**src/rtl/mccoy_program_sequencer.sv**
```systemverilog
// ---------------------------------------------------------------------------
// mccoy_program_sequencer
//
// Buffers a short McCoy program written by a loader and replays it into the
// core, one instruction per clock. The core is held in reset between runs.
// Its accumulator is captured once the last instruction has executed.
//
// Ports:
//   clk_i          system clock, all state updates on the rising edge
//   reset_n_i      asynchronous, active-low reset
//   wr_en_i        append wr_data_i to the program buffer
//   wr_data_i      instruction: [5:3] immediate/register field, [2:0] opcode
//   clear_i        empty the buffer and abort any run
//   start_i        begin playback of the stored program
//   core_out_i     core io_out; [5:0] is the accumulator
//   core_instr_o   instruction presented to the core (registered)
//   core_reset_o   active-high core reset (registered)
//   busy_o         a program is being issued or drained
//   done_o         the last run finished and result_o is valid
//   result_o       captured accumulator, two's complement
//   count_o        number of stored instructions, 0..DEPTH
//   err_o          sticky flag: a write was dropped
// ---------------------------------------------------------------------------
module mccoy_program_sequencer #(
    parameter int DEPTH = 16,
    parameter int AW    = 4
) (
    input  logic          clk_i,
    input  logic          reset_n_i,
    input  logic          wr_en_i,
    input  logic [5:0]    wr_data_i,
    input  logic          clear_i,
    input  logic          start_i,
    input  logic [7:0]    core_out_i,
    output logic [5:0]    core_instr_o,
    output logic          core_reset_o,
    output logic          busy_o,
    output logic          done_o,
    output logic [5:0]    result_o,
    output logic [AW:0]   count_o,
    output logic          err_o
);

    typedef enum logic [1:0] {
        IDLE  = 2'd0,
        RUN   = 2'd1,
        DRAIN = 2'd2,
        DONE  = 2'd3
    } state_e;

    localparam logic [AW:0] FULL = (AW+1)'(DEPTH);
    localparam logic [AW:0] ONE  = (AW+1)'(1);

    state_e      state_q, state_d;
    logic [AW:0] pc_q, pc_d;
    logic [AW:0] count_q, count_d;
    logic [5:0]  coreInstr_q, coreInstr_d;
    logic        coreReset_q, coreReset_d;
    logic        done_q, done_d;
    logic [5:0]  result_q, result_d;
    logic        err_q, err_d;
    logic        memWe;
    logic        canLoad;
    logic        startOk;

    logic [5:0]  mem_q [DEPTH];

    // The top two bits of io_out carry nothing the sequencer needs.
    logic        unusedCoreBits;
    assign unusedCoreBits = ^core_out_i[7:6];

    // State register and all registered outputs. Reset puts the core back
    // into reset immediately; the result is cleared only here.
    always_ff @(posedge clk_i or negedge reset_n_i) begin
        if (!reset_n_i) begin
            state_q     <= IDLE;
            pc_q        <= '0;
            count_q     <= '0;
            coreInstr_q <= '0;
            coreReset_q <= 1'b1;
            done_q      <= 1'b0;
            result_q    <= '0;
            err_q       <= 1'b0;
        end else begin
            state_q     <= state_d;
            pc_q        <= pc_d;
            count_q     <= count_d;
            coreInstr_q <= coreInstr_d;
            coreReset_q <= coreReset_d;
            done_q      <= done_d;
            result_q    <= result_d;
            err_q       <= err_d;
        end
    end

    // Program storage has no reset: only count decides what is valid.
    always_ff @(posedge clk_i) begin
        if (memWe) begin
            mem_q[count_q[AW-1:0]] <= wr_data_i;
        end
    end

    // Next-state logic. Priority per edge is clear, then start, then write.
    // A write that cannot be honoured always raises the sticky error, except
    // under clear where it is swallowed silently.
    always_comb begin
        state_d     = state_q;
        pc_d        = pc_q;
        count_d     = count_q;
        coreInstr_d = coreInstr_q;
        coreReset_d = coreReset_q;
        done_d      = done_q;
        result_d    = result_q;
        err_d       = err_q;
        memWe       = 1'b0;

        canLoad = (state_q == IDLE) || (state_q == DONE);
        startOk = start_i && canLoad && (count_q != '0);

        if (clear_i) begin
            state_d     = IDLE;
            pc_d        = '0;
            count_d     = '0;
            coreInstr_d = '0;
            coreReset_d = 1'b1;
            done_d      = 1'b0;
        end else if (startOk) begin
            state_d     = RUN;
            pc_d        = ONE;
            coreInstr_d = mem_q[0];
            coreReset_d = 1'b0;
            done_d      = 1'b0;
            if (wr_en_i) begin
                err_d = 1'b1;
            end
        end else begin
            case (state_q)
                RUN: begin
                    if (pc_q < count_q) begin
                        coreInstr_d = mem_q[pc_q[AW-1:0]];
                        pc_d        = pc_q + ONE;
                    end else begin
                        coreInstr_d = '0;
                        state_d     = DRAIN;
                    end
                end
                // The core executed the final instruction on the previous
                // edge, so its accumulator is stable now.
                DRAIN: begin
                    result_d    = core_out_i[5:0];
                    state_d     = DONE;
                    coreReset_d = 1'b1;
                    coreInstr_d = '0;
                    pc_d        = '0;
                    done_d      = 1'b1;
                end
                default: ;
            endcase

            if (wr_en_i) begin
                if (canLoad && (count_q < FULL)) begin
                    memWe   = 1'b1;
                    count_d = count_q + ONE;
                end else begin
                    err_d = 1'b1;
                end
            end
        end
    end

    assign core_instr_o = coreInstr_q;
    assign core_reset_o = coreReset_q;
    assign busy_o       = (state_q == RUN) || (state_q == DRAIN);
    assign done_o       = done_q;
    assign result_o     = result_q;
    assign count_o      = count_q;
    assign err_o        = err_q;

endmodule

```
**config.mk**
```make
export PLATFORM = sky130hd
export DESIGN_NAME = mccoy_program_sequencer
export DESIGN_NICKNAME = d
export VERILOG_FILES = /design/src/rtl/mccoy_program_sequencer.sv
export SDC_FILE = /design/constraint.sdc
export NUM_CORES = 1
export LEC_CHECK = 0
export ABC_AREA = 1
export BUFFER_PORTS_ARGS = -buffer_cell sky130_fd_sc_hd__buf_2
export CAP_MARGIN = 30
export CORE_MARGIN = 5
export CORE_UTILIZATION = 60
export DETAILED_ROUTE_END_ITERATION = 16
export GPL_ROUTABILITY_DRIVEN = 0
export GPL_TIMING_DRIVEN = 0
export PLACE_DENSITY = 0.9
export SLEW_MARGIN = 20
export SYNTH_ARGS = -nofsm -noshare
export SYNTH_HDL_FRONTEND = slang
export SYNTH_SLANG_ARGS = --single-unit
```
**constraint.sdc**
```tcl
create_clock -name clk_i -period 2.7 [get_ports clk_i]
set_input_delay 0.135 -clock clk_i [delete_from_list [all_inputs] [get_ports clk_i]]
set_output_delay 0.135 -clock clk_i [all_outputs]
set_load 0.01 [all_outputs]
```
==> results of run 1 <==
==> worst max-delay path by stage <==
| stage | start | to | slack, ns | cells past startpoint |
|---|---|---|---|---|
| floorplan | count_o[0] | mem_q[12][0] | 0.48 | 10 |
| global placement | count_o[1] | mem_q[13][4] | 0.14 | 10 |
| detailed placement | count_o[1] | mem_q[13][4] | 0.02 | 10 |
| CTS | count_o[1] | mem_q[12][0] | 0.008 | 10 |
| global route | count_o[0] | mem_q[14][3] | -0.06 | 11 |
| finish | count_o[0] | mem_q[14][3] | 0.12 | 11 |
==> metal layers <==
layer  track usage (%)  wire length [um]  vias to the layer above  share of wire [%]
met5                 0                 0                        -                  0
met4              9.68               332                        0                2.4
met3              6.44              1490                       38                 11
met2              41.5              7090                      299                 51
met1              32.0              5000                     2085                 36
li1                  -                 -                     1966                  -
==> cell families (layout without fill, tap and decap cells) <==
kind of cell | Yosys count | count (layout) | share of synthesized area, %
compound gates | 20 | 20 | 2.28
fa+ha+maj | 11 | 11 | 2.46
buf+inv | 49 | 128 | 4.02
flops | 123 | 123 | 63.6
simple gates | 337 | 337 | 27.6
==> worst max-delay path: cells and delay by family, from the launching register on <==
| kind | cells | cell delay (ns) |
|---|---|---|
| adder cells (fa/ha/maj) | 1 | 0.19 |
| flip-flops | 1 | 0.47 |
| buffers and inverters | 3 | 0.46 |
| AND/OR/NAND/NOR | 7 | 1.11 |
==> stage by stage <==
step / setup slack [ns] / cell area [um^2] / total power, mW
2_1_floorplan: 0.476 / 5600 / 3.46
3_5_place_dp: 0.0176 / 5920 / 3.96
5_1_grt: -0.0585 / 6660 / 6.48
6_report: 0.118 / 6660 / 6.20
4_1_cts: 0.00816 / 6580 / 6.11
3_3_place_gp: 0.136 / 5920 / 3.88
==> final cells by class <==
cell class / instances / area [um^2] / share of cell area, %
clock buffers: 18 / 418 / 6.27
clock inverters: 14 / 136 / 2.05
flip-flops and latches: 123 / 3560 / 53.4
repair buffers: 47 / 280 / 4.21
inverters: 29 / 111 / 1.67
well taps: 111 / 139 / 2.08
plain buffers: 20 / 114 / 1.71
multi-input cells: 368 / 1910 / 28.6
==> cells in the mapped netlist (all sizes together) <==
| master | n |
|---|---|
| nand2 | 207 |
| edfxtp | 96 |
| nand3 | 83 |
| inv | 28 |
| dfrtp | 26 |
| nor2 | 23 |
| nor3 | 20 |
| buf | 18 |
| o21ai | 12 |
| ha | 11 |
| a21oi | 6 |
| nand4 | 3 |
| clkbuf | 2 |
| a31o | 1 |
| and2 | 1 |
| clkinv | 1 |
| dfstp | 1 |
| o22ai | 1 |
==> state kept, by name (all words and copies together), names as in the netlist <==
register and flops:
mem_q 96, core_instr_o 6, result_o 6, count_o 5
pc_q 5, state_q 2, core_reset_o 1, done_o 1
err_o 1
==> what timing repair did <==
item / in CTS / in global routing
gates resized for setup: 2 / 14
setup endpoints to repair: 8 / 72
hold buffers: 9 / 0
endpoints found under the hold margin: 34 / 0
==> report_power, final <==
group          internal [mW]  switching [mW]
logic                  0.552            1.25
clock network           1.24           0.894
registers               2.18          0.0895
total                   3.97            2.24
==> results.txt, run 1 <==
- Top-level I/O count: 40
- Entering global routing, the biggest net connects 28 pins.
* Number of pins exceeding their max-slew limit in the final report: 0
- Top library cells by usage in the layout, fill and taps aside: nand2_1 (199), edfxtp_1 (96), nand3_1 (82)
* Quantity of I/O buffers inserted on ports: 37
- First-pass GRT wire length: 21,700 um
- Peak supply drop: 517 uV
- The number of hold violations in the final report was 0.
* Biggest area consumer among synthesized cells: edfxtp_1
* Maximum fanout along the worst path: 10
- Number of register bits inferred by synthesis: 123
- Final cell count without fillers: 730
- Final critical path time including I/O delays and setup: 2.58 ns
- After global routing the overflow that remains totals 0.
* Post-Syn Instances: 540
* Setup TNS: 0 ns
- Setup slack on the worst reg-to-reg path comes out at 0.12 ns.
- Combined global-route utilization of all metal layers: 25.1%
* Final worst hold slack: 0.0307 ns
* Core utilization of the finished layout: 72.8%
- Antenna violations before repair: 0
* Source-to-sink clock delay at the later pin of the worst-skew pair: 0.52 ns
- The H-tree was split into 4 levels.
* Iter 0 DRT Violations: 481
- Using the TritonRoute via totals, the vias-per-cell ratio works out to 6.01.
- When the netlist entered floorplanning its net count stood at 570.
* CTS tree: done
- After synthesis, the cell types taking the most area are edfxtp_1 (51%), nand2_1 (13%), dfrtp_1 (12%).
* Width of the die: 107 um
- Setup Crit Path Kind: register to register
* Inserted Clock Buffers: 17
- Buffers from clock root to sink, at most: 2
- Average wire length per cell after detail routing: 19.1 um
- Number of clock sinks: 123
- In this run the mean area of a mapped cell was 10.4 um^2.
- Placed wire-length estimate: 8840 um
- Traced cell by cell, the critical path runs through inv_1 > ha_1 > inv_2 > nor2_2 > nand2_4 > nand2_8 > nand2_2 > nor2_4 > nand2_4 > buf_6 > nor3_4.
- The synthesized netlist contains 34 unique library cells.
- The tool flagged a number of max-cap violations equal to 0.
- After synthesis, flip-flops and latches occupy 63.6% of the total area.
- Via Count: 4,388
- Worst max-slew margin expressed relative to the limit: 57.4%
- The slowest stage of the critical path is the dfrtp_1 cell.
* Die height: 107 um
- Once the floorplan was initialized, standard cells occupied 61.2% of the core.
- The worst setup path is captured at a register.
* Layout filler cell count: 545
- Part of the cycle the worst path needs: 95.6%
* P_leak: 2.84 nW
* Stage delay of the slowest cell on the critical path: 0.47 ns
- Number of cells on the worst hold path: 1
* Detailed-route wire length: 13,900 um
- The floorplan step defined a die boundary enclosing 11,400 um^2.
- At the pin with the least slew margin, the transition time is 0.639 ns.
- Clock-pin slew was measured on the worst setup and hold paths at 0.06 ns.
* Share of cells above drive strength 1: 21.2%
- Reg-to-reg critical path startpoint: count_o[0]
* Clock root buffer master: clkbuf_8
- Most common cell after layout, fill and taps aside: nand2_1
- Relative to the synthesized area, the layout overhead comes to 19.0%.
* Area share of the leading cell type in the synthesized netlist: 51.5%
* Count of placed standard cells including taps: 688
* Antenna fix cells: 0
- The run finished with clean final reports.
- The number of global-route vias before repair was 4,261.
- After floorplanning, the core was sized to cover 9150 um^2.
- Synthesis warning total: 0
* # rows: 35
- Post-synthesis instance area: 5600 um^2
- Worst hold start: wr_data_i[3]
- After detailed routing, the number of remaining DRC violations is 0.
- Before antenna repair, the detailed router went through 6 iterations.
- The final layout contains 636 nets.
* Tightest Hold Check Type: input port to register
- For the worst flop-to-flop path, the logic depth is 11.
- The number of setup buffers added after CTS is 0.
- Library cell appearing most often on the critical path: nand2_4
* Worst clock skew: 0.00791 ns
- STA puts the critical path data arrival time at 2.76 ns.
* Worst r2r dst: mem_q[14][3]
- Derived from the worst setup path, the maximum achievable clock frequency is 387 MHz.
- Required arrival time at the worst endpoint: 2.87 ns
- Category of the worst setup path launch point: register
- In this run the power density over the cells is 931 nW/um^2.
- The detail route stage leaves a number of antenna-violating nets equal to 0.
* WHS Endpoint: mem_q[0][3]
* Total setup violations reported at the end of the flow: 0
(Power assumes the default switching activity.)
==> run 2, diff against run 1 <==
--- a/config.mk
+++ b/config.mk
@@ -5,15 +5,13 @@
 export SDC_FILE = /design/constraint.sdc
 export NUM_CORES = 1
 export LEC_CHECK = 0
-export ABC_AREA = 1
 export BUFFER_PORTS_ARGS = -buffer_cell sky130_fd_sc_hd__buf_2
 export CAP_MARGIN = 30
 export CORE_MARGIN = 5
 export CORE_UTILIZATION = 60
 export DETAILED_ROUTE_END_ITERATION = 16
 export GPL_ROUTABILITY_DRIVEN = 0
-export GPL_TIMING_DRIVEN = 0
-export PLACE_DENSITY = 0.9
+export PLACE_DENSITY = 0.91
 export SLEW_MARGIN = 20
 export SYNTH_ARGS = -nofsm -noshare
 export SYNTH_HDL_FRONTEND = slang
==> run 2 against run 1 <==
Net effect:
- first-iteration DRC count fell by 38%
- combinational power fell by 24%
- cell area fell by 4.5%
- sequential share of layout area rose by 2.5 points
- die area fell by 4.9%
- sequential cell count did not move
- via count fell by 26%
- synthesized cell count fell by 38%
- clock skew rose by 0.0011 ns
- hold slack got worse by 0.012 ns
- synthesized area fell by 5.4%
- largest power group unchanged
==> results.txt, run 2 <==
- Transition time of the tightest slew-check pin: 0.625 ns (-0.0131 ns)
* Worst reg2reg setup slack: 0.17 ns (+0.05 ns)
- The total grt overflow is 0 (unchanged).
- The clock transition at the register clock pins on the worst setup and hold paths after CTS came to 0.06 ns (about the same).
- The largest net degree at the start of global routing came to 29 (+3.6%).
* Iter 0 DRT Violations: 297 (-38%)
- Grt met2 use: 36.5% (-5.0 points)
* CTS tree: done
- Total of max-cap violations: 0 (unchanged)
- Setup Crit Path Kind: register to register
- Count of TritonRoute iterations in the first routing pass: 5 (-1)
- The register area share after synthesis is 67.2% (+3.6 points).
- Synth cell count leaders: edfxtp_1 (96), dfrtp_1 (26), mux4_2 (24), nor2_1 (24), a21oi_1 (19)
* Met1 global-route usage: 29.0% (-3.1 points)
- First-pass GRT wire length: 18,700 um (-14%)
- Summed over all instances, the cell type with the most area after synthesis is edfxtp_1.
* Number of global-route vias before repair: 3,400 (-20%)
- The detailed-placement wirelength estimate is 7240 um (-18%).
- Maximum fanout along the worst path: 6 (-4)
- Leaving out fill and tap cells, the most frequent cell in the layout is edfxtp_1.
- The count of input and output buffers was 37 (unchanged).
- The antenna cell count was 0 (unchanged).
- P_leak: 2.35 nW (-17%)
* Arrival time at the worst endpoint: 2.76 ns (about the same)
* Antenna violations before repair: 0 (unchanged)
* Count of placed standard cells including taps: 482 (-30%)
- Tightest Hold Check Type: input port to register
- Layout filler cell count: 509 (-6.6%)
* Met3 GRT Util: 6.33% (-0.11 points)
* Detailed-route wire length: 11,800 um (-15%)
- Number of clock sinks: 123 (unchanged)
- Combinational share of power: 23.6% (-5.5 points)
- The vertical die dimension came to 104 um (-2.5%).
- Core box area: 8680 um^2 (-5.2%)
* # rows: 34 (-2.9%)
* Post-route DRC violation count: 0 (unchanged)
- Combined global-route utilization of all metal layers: 22.8% (-2.3 points)
- The total of endpoints with negative setup slack in the final report came to 0 (unchanged).
- The sequential cell fraction of total power is 39.4% (+2.9 points).
- The fraction of the cycle the final worst path needs is 93.7% (-1.9 points).
- The number of enable flip-flop cells after synthesis came to 96 (unchanged).
* Cell-internal power: 4.11 mW (+3.6%)
- Critical path capture point type: register
* Flip-flop count of the largest register after layout: 96 (unchanged)
* Leading cell types by total area after synthesis: edfxtp_1 (54%), dfrtp_1 (12%), mux4_2 (10%)
- The routed wirelength normalized by instance count was 22.4 um (+18%).
* Area share of the leading cell type in the synthesized netlist: 54.4% (+2.9 points)
- Primary FF master, synth: edfxtp_1
- The proportion of power drawn by the clock network is 37.0% (+2.6 points).
- After global routing, the most crowded layer is met2.
- The total power density per cell area is 910 nW/um^2 (-2.3%).
- Run status: complete, no violations
* Setup TNS: 0 ns (unchanged)
- The number of standard cells in the final layout excluding fillers came to 525 (-28%).
- Final layout net count: 434 (-32%)
* Unrepaired setup endpoints after global routing: false
* Count of antenna-violating nets left after detailed routing: 0 (unchanged)
- Number of register bits inferred by synthesis: 123 (unchanged)
- H-tree levels: 4 (unchanged)
- Top-level I/O count: 40 (unchanged)
* Post-Syn Instances: 335 (-38%)
* Initial Utilization: 61.0% (-0.12 points)
* Width of the die: 104 um (-2.5%)
- The worst hold-check slack was 0.0192 ns (-0.0116 ns).
- The share of cells above drive strength 1 is 31.7% (+10 points).
- The via count was 3,266 (-26%).
* Category of the worst setup path launch point: register
- The detail-routed via count per cell is 6.22 (+3.5%).
* Required arrival time at the worst endpoint: 2.93 ns (+0.06 ns)
- The number of hold violations in the final report was 0 (unchanged).
* Worst max-slew margin expressed relative to the limit: 58.3% (+0.87 points)
- Top library cells by usage in the layout, fill and taps aside: edfxtp_1 (96), buf_2 (37), dfrtp_1 (26)
* Source-to-sink clock delay at the later pin of the worst-skew pair: 0.53 ns (about the same)
* Post-synthesis cell type count: 46 (+35%)
* Clock root buffer master: clkbuf_8
* Final critical path time including I/O delays and setup: 2.53 ns (-0.0509 ns)
- The area of the mapped netlist is 5300 um^2 (-5.4%).
- The number of warnings issued by yosys came to 0 (unchanged).
* Worst clock skew: 0.00902 ns (+0.00111 ns)
* Buffers from clock root to sink, at most: 2 (unchanged)
* Total Die Area: 10,800 um^2 (-4.9%)
- Inserted Clock Buffers: 17 (unchanged)
- Number of pins exceeding their max-slew limit in the final report: 0 (unchanged)
- Area growth from synthesis to layout: 20.2%
- The most common cell in the synthesized netlist is edfxtp_1.
- Net count after synthesis: 365 (-36%)
- The share of synthesized flip-flops with an asynchronous set or reset is 22.0% (unchanged).
* Peak supply drop: 571 uV (+10%)
- Switching power: 1.68 mW (-25%)
- Sw Ratio: 29.0% (-7.0 points)
- Achievable frequency: 395 MHz (+2.0%)
- Avg Synthesized Cell Area: 15.8 um^2 (+53%)
==> run 2: stage by stage <==
stage               area, um^2  utilization (%)  power (mW)  worst slack (ns)
finish                    6370             73.4        5.79             0.169
detailed placement        5690             65.5        3.63             0.209
CTS                       6360             73.3        5.80           0.00360
global route              6370             73.4        6.05            0.0385
floorplan                 5300                -        3.25             0.176
global placement          5690             65.5        3.58             0.253
==> run 2: final cells by class <==
| class | count | area, um^2 | area share (%) |
|---|---|---|---|
| Timing Repair Buffer | 70 | 460 | 7.23 |
| Multi-Input combinational cell | 181 | 1610 | 25.2 |
| Inverter | 11 | 41.3 | 0.649 |
| Sequential cell | 123 | 3560 | 55.9 |
| Tap cell | 108 | 135 | 2.12 |
| Clock buffer | 18 | 418 | 6.56 |
| Clock inverter | 14 | 145 | 2.28 |
==> run 2: path summary, 6_finish.rpt <==
check                        startpoint              end  cells past startpoint
max                          count_o[0]      mem_q[3][3]                      7
min                        wr_data_i[2]      mem_q[7][2]                      1
max reg2reg                  count_o[0]      mem_q[3][3]                      7
min reg2reg                      done_o           done_o                      1
max in group asynchronous     reset_n_i  core_instr_o[4]                      2
min in group asynchronous     reset_n_i          pc_q[1]                      2
==> run 2: power groups by stage <==
stage	registers, mW	clock network [mW]	logic, mW
5_1_grt	2.30	2.26	1.48
6_report	2.28	2.14	1.37
4_1_cts	2.28	2.17	1.36
3_3_place_gp	2.30	0	1.28
3_5_place_dp	2.31	0	1.32
2_1_floorplan	2.35	0	0.897
==> run 2: kinds of logic (layout without fill, tap and decap cells) <==
kind of cell | after synthesis | count (layout) | synth area share, %
AOI/OAI and AO/OA | 51 | 51 | 6.31
xor gates and xnor gates | 2 | 2 | 0.331
adders and majority gates | 11 | 11 | 2.60
buffers and inverters | 31 | 113 | 2.57
DFF | 123 | 123 | 67.2
muxes | 42 | 42 | 13.9
and+or+nand+nor | 75 | 75 | 7.13
==> run 2: what timing repair did <==
action | in CTS | in global routing
setup endpoints to repair | 0 | 96
gates resized for setup | 0 | 1
hold buffers | 11 | 0
buffers inserted | 0 | 0
endpoints found under the hold margin | 69 | 0
==> run 2: critical path, cell delays in order (launching register included) <==
cell and delay (ns):
dfrtp_1 0.45, inv_1 0.15, ha_1 0.21, or3b_1 0.41, a211oi_2 0.37, nand2_1 0.22
nor3_1 0.23, buf_4 0.20
==> run 2: metal layers <==
layer  wire length, um  part of all wire [%]
met2              5990                    51
met1              4520                    38
met4               357                   3.0
met3               913                   7.8
met5                 0                     0
